## src/rtl/edge_pulse_gen_if.sv

```systemverilog
// Trigger/length inputs and shaped-pulse status outputs of the edge pulse generator.
// The master side issues triggers and lengths; the slave side is the generator.
interface edge_pulse_gen_if #(
    parameter int CNT_W       = 8,
    parameter int MAX_PENDING = 4
);
    localparam int PW = $clog2(MAX_PENDING + 1);

    logic             trig;
    logic [CNT_W-1:0] high_len;
    logic [CNT_W-1:0] low_len;
    logic             dout;
    logic             busy;
    logic             done;
    logic             overflow;
    logic [PW-1:0]    pend_cnt;

    modport master (
        output trig, high_len, low_len,
        input  dout, busy, done, overflow, pend_cnt
    );

    modport slave (
        input  trig, high_len, low_len,
        output dout, busy, done, overflow, pend_cnt
    );
endinterface

```

## src/rtl/edge_pulse_gen.sv

```systemverilog
// Turns single-cycle trigger requests into high/low shaped pulses on dout, queueing
// requests that arrive mid-pulse and flagging one-cycle done after each falling edge.
module edge_pulse_gen #(
    parameter int CNT_W       = 8,
    parameter int MAX_PENDING = 4
) (
    input  logic             clk,
    input  logic             resetn,
    edge_pulse_gen_if.slave  bus
);
    localparam int PW = $clog2(MAX_PENDING + 1);
    localparam logic [PW-1:0] PEND_MAX = PW'(MAX_PENDING);

    typedef enum logic [1:0] {IDLE, HIGH, LOW} state_t;

    state_t           state_reg;
    logic [CNT_W-1:0] cnt_reg;
    logic [CNT_W-1:0] low_len_reg;
    logic [PW-1:0]    pend_reg;
    logic             dout_reg;
    logic             dout_d_reg;
    logic             done_reg;
    logic             overflow_reg;

    logic             last_low;
    logic             dequeue;
    logic             accept;
    logic             start;
    logic [CNT_W-1:0] high_m1;
    logic [CNT_W-1:0] low_m1;

    // The counter holds "cycles remaining minus one", so zero marks the final cycle.
    assign high_m1  = (bus.high_len == '0) ? '0 : bus.high_len - 1'b1;
    assign low_m1   = (bus.low_len  == '0) ? '0 : bus.low_len  - 1'b1;
    assign last_low = (state_reg == LOW) && (cnt_reg == '0);
    assign dequeue  = last_low && (pend_reg != '0);
    assign accept   = bus.trig && ((state_reg == IDLE) || (last_low && (pend_reg == '0)));
    assign start    = accept || dequeue;

    always_ff @(posedge clk) begin
        if (!resetn) begin
            state_reg    <= IDLE;
            cnt_reg      <= '0;
            low_len_reg  <= '0;
            pend_reg     <= '0;
            dout_reg     <= 1'b0;
            dout_d_reg   <= 1'b0;
            done_reg     <= 1'b0;
            overflow_reg <= 1'b0;
        end else begin
            dout_d_reg   <= dout_reg;
            done_reg     <= dout_d_reg & ~dout_reg;
            overflow_reg <= 1'b0;

            if (start) begin
                state_reg   <= HIGH;
                dout_reg    <= 1'b1;
                cnt_reg     <= high_m1;
                low_len_reg <= low_m1;
            end else begin
                case (state_reg)
                    HIGH: begin
                        if (cnt_reg == '0) begin
                            state_reg <= LOW;
                            dout_reg  <= 1'b0;
                            cnt_reg   <= low_len_reg;
                        end else begin
                            cnt_reg <= cnt_reg - 1'b1;
                        end
                    end
                    LOW: begin
                        if (cnt_reg == '0) begin
                            state_reg <= IDLE;
                        end else begin
                            cnt_reg <= cnt_reg - 1'b1;
                        end
                    end
                    default: begin
                        state_reg <= IDLE;
                        dout_reg  <= 1'b0;
                    end
                endcase
            end

            // A trigger coinciding with a dequeue takes the freed slot, so the count holds.
            if (bus.trig && !accept) begin
                if (!dequeue) begin
                    if (pend_reg < PEND_MAX) begin
                        pend_reg <= pend_reg + 1'b1;
                    end else begin
                        overflow_reg <= 1'b1;
                    end
                end
            end else if (dequeue) begin
                pend_reg <= pend_reg - 1'b1;
            end
        end
    end

    assign bus.dout     = dout_reg;
    assign bus.busy     = (state_reg != IDLE);
    assign bus.done     = done_reg;
    assign bus.overflow = overflow_reg;
    assign bus.pend_cnt = pend_reg;
endmodule
```

## src/flat_wrapper.sv

```systemverilog
// flat-port wrapper written by rule: the top's interface ports become plain ports
module edge_pulse_gen_flat 
#(
    parameter int CNT_W       = 8,
    parameter int MAX_PENDING = 4
)
  (clk, resetn, bus_trig, bus_high_len, bus_low_len, bus_dout, bus_busy, bus_done, bus_overflow, bus_pend_cnt);
  edge_pulse_gen_if #(.CNT_W(CNT_W), .MAX_PENDING(MAX_PENDING)) bus_i ();
  input  logic clk;
  input  logic resetn;
  input wire logic [$bits(bus_i.trig)-1:0] bus_trig;
  input wire logic [$bits(bus_i.high_len)-1:0] bus_high_len;
  input wire logic [$bits(bus_i.low_len)-1:0] bus_low_len;
  output wire logic [$bits(bus_i.dout)-1:0] bus_dout;
  output wire logic [$bits(bus_i.busy)-1:0] bus_busy;
  output wire logic [$bits(bus_i.done)-1:0] bus_done;
  output wire logic [$bits(bus_i.overflow)-1:0] bus_overflow;
  output wire logic [$bits(bus_i.pend_cnt)-1:0] bus_pend_cnt;
  assign bus_i.trig = bus_trig;
  assign bus_i.high_len = bus_high_len;
  assign bus_i.low_len = bus_low_len;
  assign bus_dout = bus_i.dout;
  assign bus_busy = bus_i.busy;
  assign bus_done = bus_i.done;
  assign bus_overflow = bus_i.overflow;
  assign bus_pend_cnt = bus_i.pend_cnt;
  edge_pulse_gen #(.CNT_W(CNT_W), .MAX_PENDING(MAX_PENDING)) u_core (.clk(clk), .resetn(resetn), .bus(bus_i));
endmodule
```

## config.mk

```make
export PLATFORM = sky130hd
export DESIGN_NAME = edge_pulse_gen_flat
export DESIGN_NICKNAME = d
export VERILOG_FILES = /design/src/rtl/edge_pulse_gen_if.sv /design/src/rtl/edge_pulse_gen.sv /design/src/flat_wrapper.sv
export SDC_FILE = /design/constraint.sdc
export NUM_CORES = 1
export LEC_CHECK = 0
export CAP_MARGIN = 30
export CORE_AREA = 2 2 76 49
export DETAILED_ROUTE_END_ITERATION = 7
export DIE_AREA = 0 0 78 51
export GPL_TIMING_DRIVEN = 0
export PLACE_DENSITY = 0.77
export SYNTH_ARGS = -nofsm -noshare
export SYNTH_HDL_FRONTEND = slang
export SYNTH_SLANG_ARGS = --single-unit
```

## constraint.sdc

```tcl
create_clock -name clk -period 6.6 [get_ports clk]
set_input_delay 1.32 -clock clk [delete_from_list [all_inputs] [get_ports clk]]
set_output_delay 1.32 -clock clk [all_outputs]
set_load 0.02 [all_outputs]
```

-- Word-level counts from Yosys, hierarchy flattened
Cells that the tools add are included.
- $add $sub $neg: 5
- magnitude comparators: 1
- equal/unequal tests: 9
- mux-type cells: 18
- bitwise operators: 4
- reduce and logical (&&, ||, !) cells: 25
- operators with widths (cell ; number):
    $mux W8 ; 5
    $logic_not A8 Y1 ; 3
    $sub A8 B1 Y8 const B ; 3
    $pmux W8 S2 ; 1
    $mux W3 ; 4
    $reduce_and A2 Y1 ; 4
    $ne A3 B2 Y1 const B ; 2
    $reduce_bool A2 Y1 ; 3
    $reduce_bool A3 Y1 ; 2
    $logic_and A1 B1 Y1 ; 5
    $mux W1 ; 4
    $mux W2 ; 2
    $ne A2 B1 Y1 const B ; 2
    $ne A2 B2 Y1 const B ; 2
    $pmux W2 S2 ; 1
    $add A3 B1 Y3 const B ; 1
    $logic_not A3 Y1 ; 1
    $lt A3 B3 Y1 const B ; 1
    $ne A3 B1 Y1 const B ; 1
    $not A1 Y1 ; 3
    $reduce_and A3 Y1 ; 1
    $reduce_or A3 Y1 ; 1
    $sub A3 B1 Y3 const B ; 1
    $eq A2 B1 Y1 const B ; 1
    7 further kinds ; 8
- register bits after elaboration: 25
- input port bits: 19
- output and inout bits: 7

-- Depth between registers and ports, before layout
- depth after elaboration: 9
- mapped depth: 10
- mapped depth without buffers: 10

-- Worst setup path after synthesis
OpenSTA, ideal clock, no wires.
- kind: input port to flip-flop
- start point: in bus_trig
- end point: reg u_core.pend_reg[2] (netlist: u_core.bus.pend_cnt[2])
- data arrival time: 2.477 ns
- data required time: 6.526 ns
- path slack: 4.049 ns
- stages on the path: 7
- cell sequence: nand2b_1 -> nor3b_1 -> a21oi_1 -> ha_1 -> nand2b_1 -> or4_1 -> a31oi_1
- longest elaborated chain between the ends: 5
- elaborated cells between the ends (all ways): 7
- those cells by class: eq/ne (1); mux (1); reduce/logical (5)
- ends and longest elaborated chain (what ; RTL line ; text):
    start, declared ; flat_wrapper.sv:11 ; input wire logic [$bits(bus_i.trig)-1:0] bus_trig;
    $logic_and A1 B1 Y1 ; edge_pulse_gen.sv:37 ; assign accept = bus.trig && ((state_reg == IDLE) || (last_low && (pend_reg == '0)));
    $logic_not A1 Y1 ; edge_pulse_gen.sv:86 ; if (bus.trig && !accept) begin
    $logic_and A1 B1 Y1 * ; edge_pulse_gen.sv:86 ;
    $ne A2 B2 Y1 (no source line) / $reduce_bool A2 Y1 (equally long branches) ; - ;
    $reduce_and A3 Y1 (no source line) ; - ;
    end signal, assigned ; edge_pulse_gen.sv:89 ; pend_reg <= pend_reg + 1'b1;
    end signal, assigned ; edge_pulse_gen.sv:95 ; pend_reg <= pend_reg - 1'b1;
    end, declared ; edge_pulse_gen.sv:19 ; logic [PW-1:0] pend_reg;
Mark *: on every way between the ends. The rest lies on a longest branch, timed or not.
A chain may end at the register's enable or synchronous reset.

-- Worst setup path after layout
Same ends and word-level chain as after synthesis.

==> metrics <==
CTS Hold Bufs=0; largest net degree at the start of global routing=17; post-synth cell types=between 50 and 60; clock buffer depth=2; clock net sink count=25; IO buf count=25; CP Class=in2reg; max incr delay on CP=0.57 ns; Worst setup SP type=input port; Vias/cell=~5.6; grt ovf=0; Final Hold Vio Count=0; initial drt markers=roughly 110; PwrDens=just under 200 nW/um^2; Fmax=about 340 MHz; crit-path max FO=5; root buf cell=clkbuf_8; gpl congestion=0.919; CP dominant cell by count=nand2b_1; Remaining DRCs=0; Synth Warn #=0; Die Height=~50 um; All-Layer GR Usage=0.227; cell row count=17; detailed-route via count=1659; maximum vdd drop=approximately 0.12 mV; Core ar.=~3400 um^2; relative slew slack=0.550; Die Wd=78 um; part of the cycle the worst path needs=0.451; first-pass iteration count of the detailed router=5; P_leak=between 0.8 and 0.9 nW; post-place setup slack=between 3 and 4 ns; Avg Cell Area, Syn=roughly 8 um^2; Hold/Removal Path Class=reg2reg; max-slew violations=0; FFs w/ async S/R, synth=0; initial antenna violation count=0; status=completed; share of layout cells above drive strength 1=0.0850; # H-tree levels=1; Synth Flop Type=dfxtp_1; Starting Density=0.514; post-CTS sizing=0; Required @ worst endpoint=6.81 ns; postcts setup bufs=0; drt total wl=between 4000 and 5000 um; post-route cell area=approximately 2100 um^2; Setup crit end kind=flop; cts bufs inserted=3; Critical Path AT=around 3.2 ns; Max-Cap Viols=0; Clock Pin Slew Worst Setup and Hold Paths=~0.10 ns; Post-Synthesis Cells=about 220; Tmin final=slightly below 3 ns; #FFs+latches synth=25; Post-DRT Antenna Nets=0; first-pass GRT wire length=7100 um; final net count=276; # IOs=26; TritonCTS clock tree=yes; worst-margin pin slew=around 0.67 ns; Crit-path slowest cell=clkdlybuf4s50_1; Skew-Pair Late Insertion Delay=0.27 ns; Setup-failing EPs final=0; Final Worst Setup Slack=around 3.6 ns; Post-Syn Nets=about 250; critical path's top delay family=simple AND/OR/NAND/NOR gates; number of antenna diodes=0; DIE AREA=about 4000 um^2; Post-synth EDFFs=0; setup_tns=0 ns; register area share after synthesis=0.286; drt wl/cell=14.3 um; crit-path cells=clkdlybuf4s50_1 > nand2b_1 > nor3b_1 > a21oi_1 > ha_1 > nand2b_1 > or4_1 > a31oi_1; synthesized area=1750 um^2; Area Growth Syn to Fin=20.5%; vias in the first global route=about 1500; RSZ-0062 raised after global routing=no; WP buf/inv=1; Placed Area=2060 um^2; Detailed Place HPWL=3310 um; Layout Skew=0.00427 ns
==> layer usage <==
layer  vias up  global-route usage  share of wire
li1        860                   -              -
met1       755               0.324           0.51
met2        42               0.346           0.41
met3         2              0.0689          0.077
met4         0              0.0292         0.0031
met5         -                   0              0
==> synthesized netlist by cell type, drive strengths merged (2+ instances only) <==
master	number	area share
a41o	3	0.017
nor3b	6	0.026
inv	14	0.030
a2bb2oi	2	0.014
a21o	4	0.019
xnor2	2	0.010
o31ai	3	0.013
clkbuf	6	0.024
nor3	7	0.020
nor2	16	0.034
nand2	26	0.057
o21ai	8	0.023
and3	2	0.0071
a31oi	3	0.011
o211ai	2	0.0086
xor2	5	0.025
mux2i	4	0.023
a211oi	7	0.030
nand2b	4	0.014
a21oi	13	0.037
or4	3	0.015
or3	2	0.0071
buf	4	0.020
ha	9	0.064
a311o	3	0.018
dfxtp	25	0.29
nand3	12	0.034
nor4	4	0.018
==> final timing paths <==
check / from / endpoint / slack (ns) / cells after the start
worst max-delay path: bus_trig / u_core.bus.pend_cnt[2] / 3.62 / 8
worst min-delay path: u_core.dout_d_reg / u_core.bus.done / 0.42 / 2
worst min register to register: u_core.dout_d_reg / u_core.bus.done / 0.42 / 2
worst max register to register: u_core.cnt_reg[0] / u_core.cnt_reg[6] / 4.09 / 8
==> cell families after synthesis <==
kind of cell             Yosys count  synth area share
AO/OA/AOI/OAI                     58             0.241
AND/OR/NAND/NOR                   90             0.270
multiplexers                       5            0.0293
flip-flops                        25             0.286
XOR/XNOR                           7            0.0350
buffers and inverters             24            0.0743
adder cells (fa/ha/maj)            9            0.0643
==> cells in the final DEF, fill, tap and decap left out, types with 5 or more instances in the layout <==
master           instances
nor3b_1                  6
o21ai_0                  8
nor2_1                  16
a21oi_1                 13
clkbuf_8                 5
nand2_1                 25
inv_1                   14
ha_1                     9
nand3_1                 12
a211oi_1                 7
xor2_1                   5
dfxtp_1                 25
nor3_1                   7
clkdlybuf4s50_1         25
==> worst min-delay path: stages (launching register included) <==
cell and delay (ns):
dfxtp_1 0.31, nand2_1 0.05, nor2_1 0.03
==> metrics by stage <==
stage | utilization | hold WS, ns | instances | power, mW
floorplan | - | 0.402 | 218 | 0.273
global placement | 0.605 | 0.406 | 290 | 0.315
detailed placement | 0.605 | 0.408 | 290 | 0.317
CTS | 0.620 | 0.422 | 294 | 0.414
global route | 0.620 | 0.429 | 294 | 0.438
finish | 0.620 | 0.425 | 294 | 0.413
==> cell type report <==
type                            instances  area [um^2]
Sequential cell                        25          500
Inverter                               14         52.6
Clock buffer                            3         41.3
Timing Repair Buffer                   25          250
Buffer                                 10         77.6
Multi-Input combinational cell        169         1120
Clock inverter                          1         8.76
Tap cell                               47         58.8
Fill cell                             307         1290
==> report_power, final <==
group	leakage, nW	internal [mW]	switching (mW)	total, mW
clock network	0.0261	0.0443	0.0533	0.0976
registers	0.206	0.163	0.0139	0.177
logic	0.601	0.0658	0.0721	0.138
total	0.832	0.273	0.139	0.413
No activity file was read; power rests on OpenSTA's default activity.
